File: src/rtl/lockstep_retire_checker_pkg.sv
// Shared definitions for the lockstep retire checker: FSM states, fault codes
// and default entry geometry.
package lockstep_pkg;

    typedef enum logic [1:0] {
        ST_IDLE  = 2'd0,
        ST_CHECK = 2'd1,
        ST_FAULT = 2'd2
    } state_t;

    localparam logic [1:0] FK_NONE    = 2'd0;
    localparam logic [1:0] FK_DATA    = 2'd1;
    localparam logic [1:0] FK_TIMEOUT = 2'd2;
    localparam logic [1:0] FK_OVF     = 2'd3;

    localparam int DEF_DATA_W = 32;
    localparam int DEF_PC_W   = 8;
    localparam int DEF_OP_W   = 7;
    localparam int ENTRY_W    = DEF_PC_W + DEF_OP_W + DEF_DATA_W;

endpackage

File: src/rtl/lockstep_retire_checker_fifo.sv
// Per-core skew FIFO; extra pointer MSB distinguishes full from empty.
module retire_fifo
    import lockstep_pkg::*;
#(
    parameter int ENTRY_W = lockstep_pkg::ENTRY_W,
    parameter int DEPTH   = 4
) (
    input  logic               clk,
    input  logic               rst,
    input  logic               i_flush,
    input  logic               i_push,
    input  logic               i_pop,
    input  logic [ENTRY_W-1:0] i_data,
    output logic               o_full,
    output logic               o_empty,
    output logic [ENTRY_W-1:0] o_head
);
    localparam int AW = $clog2(DEPTH);
    localparam logic [AW:0] PTR_ONE = {{AW{1'b0}}, 1'b1};

    logic [ENTRY_W-1:0] r_mem [DEPTH];
    logic [AW:0]        r_wr_ptr;
    logic [AW:0]        r_rd_ptr;

    assign o_empty = (r_wr_ptr == r_rd_ptr);
    assign o_full  = (r_wr_ptr[AW] != r_rd_ptr[AW]) &&
                     (r_wr_ptr[AW-1:0] == r_rd_ptr[AW-1:0]);
    assign o_head  = r_mem[r_rd_ptr[AW-1:0]];

    always_ff @(posedge clk) begin
        if (rst || i_flush) begin
            r_wr_ptr <= '0;
            r_rd_ptr <= '0;
        end else begin
            if (i_push) r_wr_ptr <= r_wr_ptr + PTR_ONE;
            if (i_pop)  r_rd_ptr <= r_rd_ptr + PTR_ONE;
        end
    end

    always_ff @(posedge clk) begin
        if (i_push) r_mem[r_wr_ptr[AW-1:0]] <= i_data;
    end
endmodule

File: config.mk
export PLATFORM = sky130hd
export DESIGN_NAME = retire_fifo
export DESIGN_NICKNAME = d
export VERILOG_FILES = /design/src/rtl/lockstep_retire_checker_pkg.sv /design/src/rtl/lockstep_retire_checker_fifo.sv
export SDC_FILE = /design/constraint.sdc
export NUM_CORES = 1
export LEC_CHECK = 0
export ABC_AREA = 1
export CELL_PAD_IN_SITES_DETAIL_PLACEMENT = 1
export CELL_PAD_IN_SITES_GLOBAL_PLACEMENT = 2
export CORE_AREA = 5 5 146 148
export CTS_CLUSTER_SIZE = 20
export DETAILED_ROUTE_END_ITERATION = 16
export DIE_AREA = 0 0 151 153
export GPL_TIMING_DRIVEN = 0
export PLACE_DENSITY_LB_ADDON = 0.1
export SYNTH_ARGS = -nofsm -noshare
export SYNTH_HDL_FRONTEND = slang
export SYNTH_SLANG_ARGS = --single-unit
File: constraint.sdc
create_clock -name clk -period 5.4 [get_ports clk]
set_input_delay 1.62 -clock clk [delete_from_list [all_inputs] [get_ports clk]]
set_output_delay 1.62 -clock clk [all_outputs]
set_load 0.02 [all_outputs]
==> results of run 1 <==
==> worst max path at each step <==
stage | end | slack, ps | cells past startpoint
CTS | o_head[30] | 1450 | 6
detailed placement | r_mem[1][23] | 1930 | 4
floorplan | r_mem[3][0] | 2400 | 2
finish | o_head[32] | 1530 | 6
global route | o_head[30] | 1380 | 6
global placement | r_mem[3][24] | 860 | 3
==> power breakdown <==
part	leakage [µW]	internal (µW)	switching, µW
sequential	0.00179	1710	11.8
clock	0.000283	696	588
combinational	0.00161	148	187
==> synthesized netlist by cell type, drive strengths merged <==
cell	number
nor2	9
dfxtp	8
buf	30
o21ai	2
o211ai	94
nand3	1
xnor2	2
edfxtp	188
a21boi	1
a21oi	3
nand2	156
inv	105
clkbuf	1
ha	5
==> cell type report <==
type,instances,share of cell area
Sequential cell,196,0.583
Multi-Input combinational cell,273,0.150
Timing Repair Buffer,104,0.109
Clock buffer,17,0.0427
Inverter,105,0.0396
Tap cell,270,0.0339
Buffer,31,0.0249
Clock inverter,15,0.0171
==> worst reg2reg max path: stages, from the launching register on <==
cell     delay [ps]
dfxtp_1         360
inv_1           140
ha_1            160
nand2_1          60
inv_2           470
buf_12          290
==> metal layers <==
layer	up-vias	routed length (µm)
met3	16	652
met5	-	0
met2	83	9950
met4	0	198
li1	2335	-
met1	2435	8070
==> through the flow <==
step / cells / power, µW / cell area (µm²) / hold WS (ps) / utilization
after floorplan: 605 / 1910 / 7940 / 491 / -
after global placement: 975 / 2090 / 9280 / 495 / 0.466
after detailed placement: 979 / 2100 / 9360 / 523 / 0.470
after CTS: 1011 / 3380 / 9950 / 534 / 0.500
after global routing: 1011 / 3450 / 9950 / 580 / 0.500
final: 1011 / 3340 / 9950 / 527 / 0.500
==> state kept, by name, summed over array words and instances (netlist names), named ones only <==
signal,cells
r_mem,188
r_rd_ptr,3
r_wr_ptr,3
==> cells by family (layout without fill, tap and decap cells) <==
| family | after synthesis | count (layout) | synth area share |
|---|---|---|---|
| simple gates | 166 | 166 | 0.0786 |
| xor+xnor | 2 | 2 | 0.00221 |
| compound gates | 100 | 100 | 0.0993 |
| fa+ha+maj | 5 | 5 | 0.00788 |
| flops | 196 | 196 | 0.731 |
| buf+inv | 136 | 272 | 0.0808 |
==> results.sh, run 1 <==
export IMPL_p_leak_uw=0.00368
export IMPL_hold_depth=2
export IMPL_synthToLayoutAreaGrowth_pct=25.4
export IMPL_reg2regPathDepth=5
export IMPL_overflow=0
export IMPL_max_cap_violations=0
export IMPL_num_rows=52
export IMPL_post_route_worst_setup_slack_ps=1530
export IMPL_arrival_ps=2250
export IMPL_die_area_um2=23100
export IMPL_type_of_destination_of_the_critical_path="output port"
export IMPL_gr_max_usage_layer="met2"
export IMPL_critPathLaunchType="flip-flop"
export IMPL_worstPathCellList="inv_1 > buf_2 > buf_2 > o211ai_1 > nand2_1 > clkdlybuf4s50_1"
export IMPL_antenna_violations_before_repair=0
export IMPL_highest_delay_cell_along_the_critical_path="clkdlybuf4s50_1"
export IMPL_yosysWarningCount=0
export IMPL_worstPathRequired_ps=3780
export IMPL_timing_setup_tns_ps=0
export IMPL_synth_area_leaders="edfxtp_1 (71%), o211ai_1 (7.9%), nand2_1 (7.4%), inv_1 (5.0%), buf_6 (2.1%)"
export IMPL_die_w_um=151
export IMPL_routabilityCongestion=0.720
export IMPL_mapped_avg_cell_area_um2=13.1
export IMPL_synth_cells=605
export IMPL_powerDensity_nw_per_um2=335
export IMPL_multi_input_area_um2=1490
export IMPL_synth_lib_cells_used_distinct=16
export IMPL_postCtsSetupBuffers=0
export IMPL_mostFrequentLayoutCell="edfxtp_1"
export IMPL_syn_nets=662
export IMPL_grt_setup_unrepaired="false"
export IMPL_die_height_um=153
export IMPL_yosys_area_top_type_share=0.711
export IMPL_cts_buffers=17
export IMPL_min_to="r_wr_ptr[2]"
export IMPL_critical_path_max_stage_delay_ps=620
export IMPL_max_clock_path_buffers=2
export IMPL_timing_max_transition_violations_final=0
export IMPL_relSlewSlack=0.571
export IMPL_n_antenna_cell=0
export IMPL_outcome="finished, final reports clean"
export IMPL_core_um2=19900
export IMPL_hpwl_after_dpl_um=12300
export IMPL_max_freq_mhz=258
export IMPL_globalRouteMet3Util=0.0382
export IMPL_post_cts_hold_buffer_count=0
export IMPL_cts_tree="yes"
export IMPL_layout_cell_share_with_drive_strength_beyond_1=0.107
export IMPL_iteration_0_drc_markers=200
export IMPL_firstDrtPassIters=4
export IMPL_cell_mode_on_critical_path="buf_2"
export IMPL_met2_usage=0.303
export IMPL_seqCellArea_um2=5810
export IMPL_first_global_vias=5503
export IMPL_post_layout_minimum_cycle_time_ps=3870
export IMPL_reg2reg_setup_slack_ps=3600
export IMPL_h_tree_depth=4
export IMPL_ctsResizeCount=0
export IMPL_part_of_the_yosys_area_used_for_sequential_elements=0.731
export IMPL_dp_slack_ps=1930
export IMPL_remaining_drcs=0
export IMPL_grt_start_max_net_pins=34
export IMPL_hp_class="reg -> reg"
export IMPL_clkSlewWorstSetupHoldPaths_ps=70
export IMPL_buffer_ports_inserted=100
export IMPL_setup_violations_final=0
export IMPL_layout_cells_most_common_list="edfxtp_1 (188), nand2_1 (156), inv_1 (101), clkdlybuf4s50_1 (100), o211ai_1 (84)"
export IMPL_ratio_of_final_minimum_period_to_clock_period=0.717
export IMPL_route_vias_total=4869
export IMPL_hp_start="r_wr_ptr[2]"
export IMPL_critPathKind="reg -> out"
export IMPL_critical_path_max_fanout=10
export IMPL_cts_root_buf="clkbuf_16"
export IMPL_clock_sinks=196
export IMPL_net_count_reported_at_finish=785
export IMPL_final_hold_viol_count=0
export IMPL_synth_seq_cells=196
export IMPL_worst_reg2reg_path_startpoint="r_wr_ptr[0]"
export IMPL_n_fill_cell=2037
export IMPL_ir_drop_mv=0.229
export IMPL_route_antenna_remaining_nets=0
export IMPL_pin_count=101
export IMPL_wl_um=18900
export IMPL_timing_worst_slew_pin_value_ps=642
export IMPL_finClkSkew_ps=7.59
export IMPL_worst_r2r_endpoint="r_mem[0][16]"
export IMPL_wl_per_cell_um=18.7
export IMPL_insertion_delay_ps=430
export IMPL_yosysTopAreaCell="edfxtp_1"
export IMPL_met1_usage=0.202
export IMPL_critical_path_buffer_and_inverter_count=4
export IMPL_routed_via_density=4.82
export IMPL_start_util=0.399
export IMPL_grt_pass1_wl_um=29400
export IMPL_critPathTopFamily="buffers and inverters"
export IMPL_synth_cell_area_um2=7940
export IMPL_grt_total_usage=0.169
(Power assumes the default switching activity.)
==> run 2, diff against run 1 <==
CORE_AREA = 5 5 151 153   (was 5 5 146 148)
DIE_AREA = 0 0 156 158   (was 0 0 151 153)
clock period = 3.6 ns   (was 5.4 ns; I/O delays follow)
==> run 2 against run 1 <==
  * Register-to-register slack got worse by 1900 ps
  * First-iteration DRC count fell by 6.5%
  * Global-route usage fell by 0.70 points
  * Core utilization fell by 3.6 points
  * Critical path type unchanged
  * Largest power group unchanged
  * Highest routed layer is now met5
==> results.sh, run 2 (synthesis results as in run 1) <==
export IMPL_routed_via_density=4.78
export IMPL_seqCellArea_um2=5810
export IMPL_post_cts_hold_buffer_count=0
export IMPL_start_util=0.371
export IMPL_core_um2=21400
export IMPL_synthToLayoutAreaGrowth_pct=25.1
export IMPL_timing_max_transition_violations_final=0
export IMPL_grt_total_usage=0.162
export IMPL_setup_violations_final=0
export IMPL_critPathTopFamily="buffers and inverters"
export IMPL_die_area_um2=24600
export IMPL_num_rows=54
export IMPL_max_clock_path_buffers=2
export IMPL_overflow=0
export IMPL_cts_buffers=17
export IMPL_post_layout_minimum_cycle_time_ps=3310
export IMPL_highest_delay_cell_along_the_critical_path="clkdlybuf4s50_1"
export IMPL_powerDensity_nw_per_um2=496
export IMPL_critPathKind="reg -> out"
export IMPL_cts_root_buf="clkbuf_16"
export IMPL_iteration_0_drc_markers=187
export IMPL_die_height_um=158
export IMPL_wl_per_cell_um=19.0
export IMPL_insertion_delay_ps=430
export IMPL_clkSlewWorstSetupHoldPaths_ps=70
export IMPL_h_tree_depth=4
export IMPL_buffer_ports_inserted=100
export IMPL_largest_register_ffs=188
export IMPL_share_of_the_core_filled_with_cells=0.464
export IMPL_net_count_reported_at_finish=785
export IMPL_p_sw_uw=1120
export IMPL_mostFrequentLayoutCell="edfxtp_1"
export IMPL_arrival_ps=2230
export IMPL_die_w_um=156
export IMPL_final_hold_viol_count=0
export IMPL_clock_sinks=196
export IMPL_critical_path_buffer_and_inverter_count=4
export IMPL_critical_path_max_fanout=10
export IMPL_relSlewSlack=0.462
export IMPL_firstDrtPassIters=4
export IMPL_timing_worst_slew_pin_value_ps=807
export IMPL_ir_drop_mv=0.314
export IMPL_remaining_drcs=0
export IMPL_ctsResizeCount=0
export IMPL_multi_input_area_um2=1490
export IMPL_hpwl_after_dpl_um=12500
export IMPL_wl_um=19400
export IMPL_pin_count=101
export IMPL_clock_power_share=0.374
export IMPL_max_freq_mhz=302
export IMPL_critical_path_max_stage_delay_ps=610
export IMPL_grt_pass1_wl_um=30000
export IMPL_critPathLaunchType="flip-flop"
export IMPL_grt_setup_unrepaired="false"
export IMPL_n_fill_cell=2185
export IMPL_outcome="finished, final reports clean"
export IMPL_max_cap_violations=0
export IMPL_timing_setup_tns_ps=0
export IMPL_worstPathRequired_ps=2520
export IMPL_p_leak_uw=0.00368
export IMPL_power_combinational_fraction=0.102
export IMPL_power_switching_share=0.228
export IMPL_ratio_of_final_minimum_period_to_clock_period=0.919
export IMPL_postCtsSetupBuffers=0
export IMPL_finClkSkew_ps=10.1
export IMPL_cts_tree="yes"
export IMPL_layout_cell_area_non_filler_um2=9930
export IMPL_grt_start_max_net_pins=33
export IMPL_type_of_destination_of_the_critical_path="output port"
export IMPL_route_vias_total=4874
export IMPL_antenna_violations_before_repair=1
export IMPL_routabilityCongestion=0.691
export IMPL_hp_class="reg -> reg"
export IMPL_cell_mode_on_critical_path="buf_2"
export IMPL_share_of_total_power_in_sequential_cells=0.524
export IMPL_power_internal_uw=3810
export IMPL_dpl_instance_area_um2=9370
export IMPL_layout_cell_share_with_drive_strength_beyond_1=0.103
export IMPL_n_antenna_cell=0
export IMPL_route_antenna_remaining_nets=0
export IMPL_first_global_vias=5275
export IMPL_worstPathCellList="inv_1 > buf_2 > buf_2 > o211ai_1 > nand2_1 > clkdlybuf4s50_1"
export IMPL_layout_cells_most_common_list="edfxtp_1 (188), nand2_1 (156), inv_1 (101), clkdlybuf4s50_1 (100), o211ai_1 (84)"
[run 2: cell types whose count changed in the layout (fill, tap and decap cells not counted), sizes merged]
cell / before / now
clkbuf: 18 / 20
clkinvlp: 3 / 1
inv: 112 / 109
clkinv: 3 / 4
[run 2: per-layer routing]
layer | track usage | share of wire | vias up
met5 | 0 | 0.00057 | -
met4 | 0.0388 | 0.0095 | 2
met3 | 0.0350 | 0.035 | 18
met2 | 0.286 | 0.51 | 81
met1 | 0.204 | 0.44 | 2435
li1 | - | - | 2338
[run 2: path summary, 6_finish.rpt]
check,start,to,slack (ps),cells past startpoint
min reg2reg,r_wr_ptr[2],r_wr_ptr[2],530,2
min,r_wr_ptr[2],r_wr_ptr[2],530,2
max reg2reg,r_wr_ptr[1],r_mem[1][20],1730,5
max,flip-flop,o_head[12],290,6
[run 2: through the flow]
step	worst slack (ps)	instances	hold slack, ps	total power [µW]
after floorplan	1140	605	491	2870
after global placement	-462	985	499	3130
after detailed placement	613	989	526	3150
after CTS	209	1019	537	5000
after global routing	104	1019	561	5120
final	290	1019	527	4930
[run 2: final cells by class]
type,instances,share of cell area
well taps,280,0.0353
multi-input cells,273,0.150
repair buffers,104,0.109
plain buffers,31,0.0249
clock inverters,11,0.0127
flip-flops and latches,196,0.585
inverters,105,0.0397
clock buffers,19,0.0436
[run 2: tightest hold or removal path, stage by stage, from the launching register on]
cell	delay, ps
dfxtp_1	330
nor2_1	110
nor2_1	50
[run 2: power groups by stage]
| stage | Sequential, µW | Clock, µW | Combinational (µW) |
|---|---|---|---|
| final | 2580 | 1840 | 505 |
| after global routing | 2590 | 1990 | 547 |
| after CTS | 2580 | 1890 | 519 |
| after detailed placement | 2630 | 0 | 517 |
| after global placement | 2630 | 0 | 500 |
| after floorplan | 2630 | 0 | 237 |
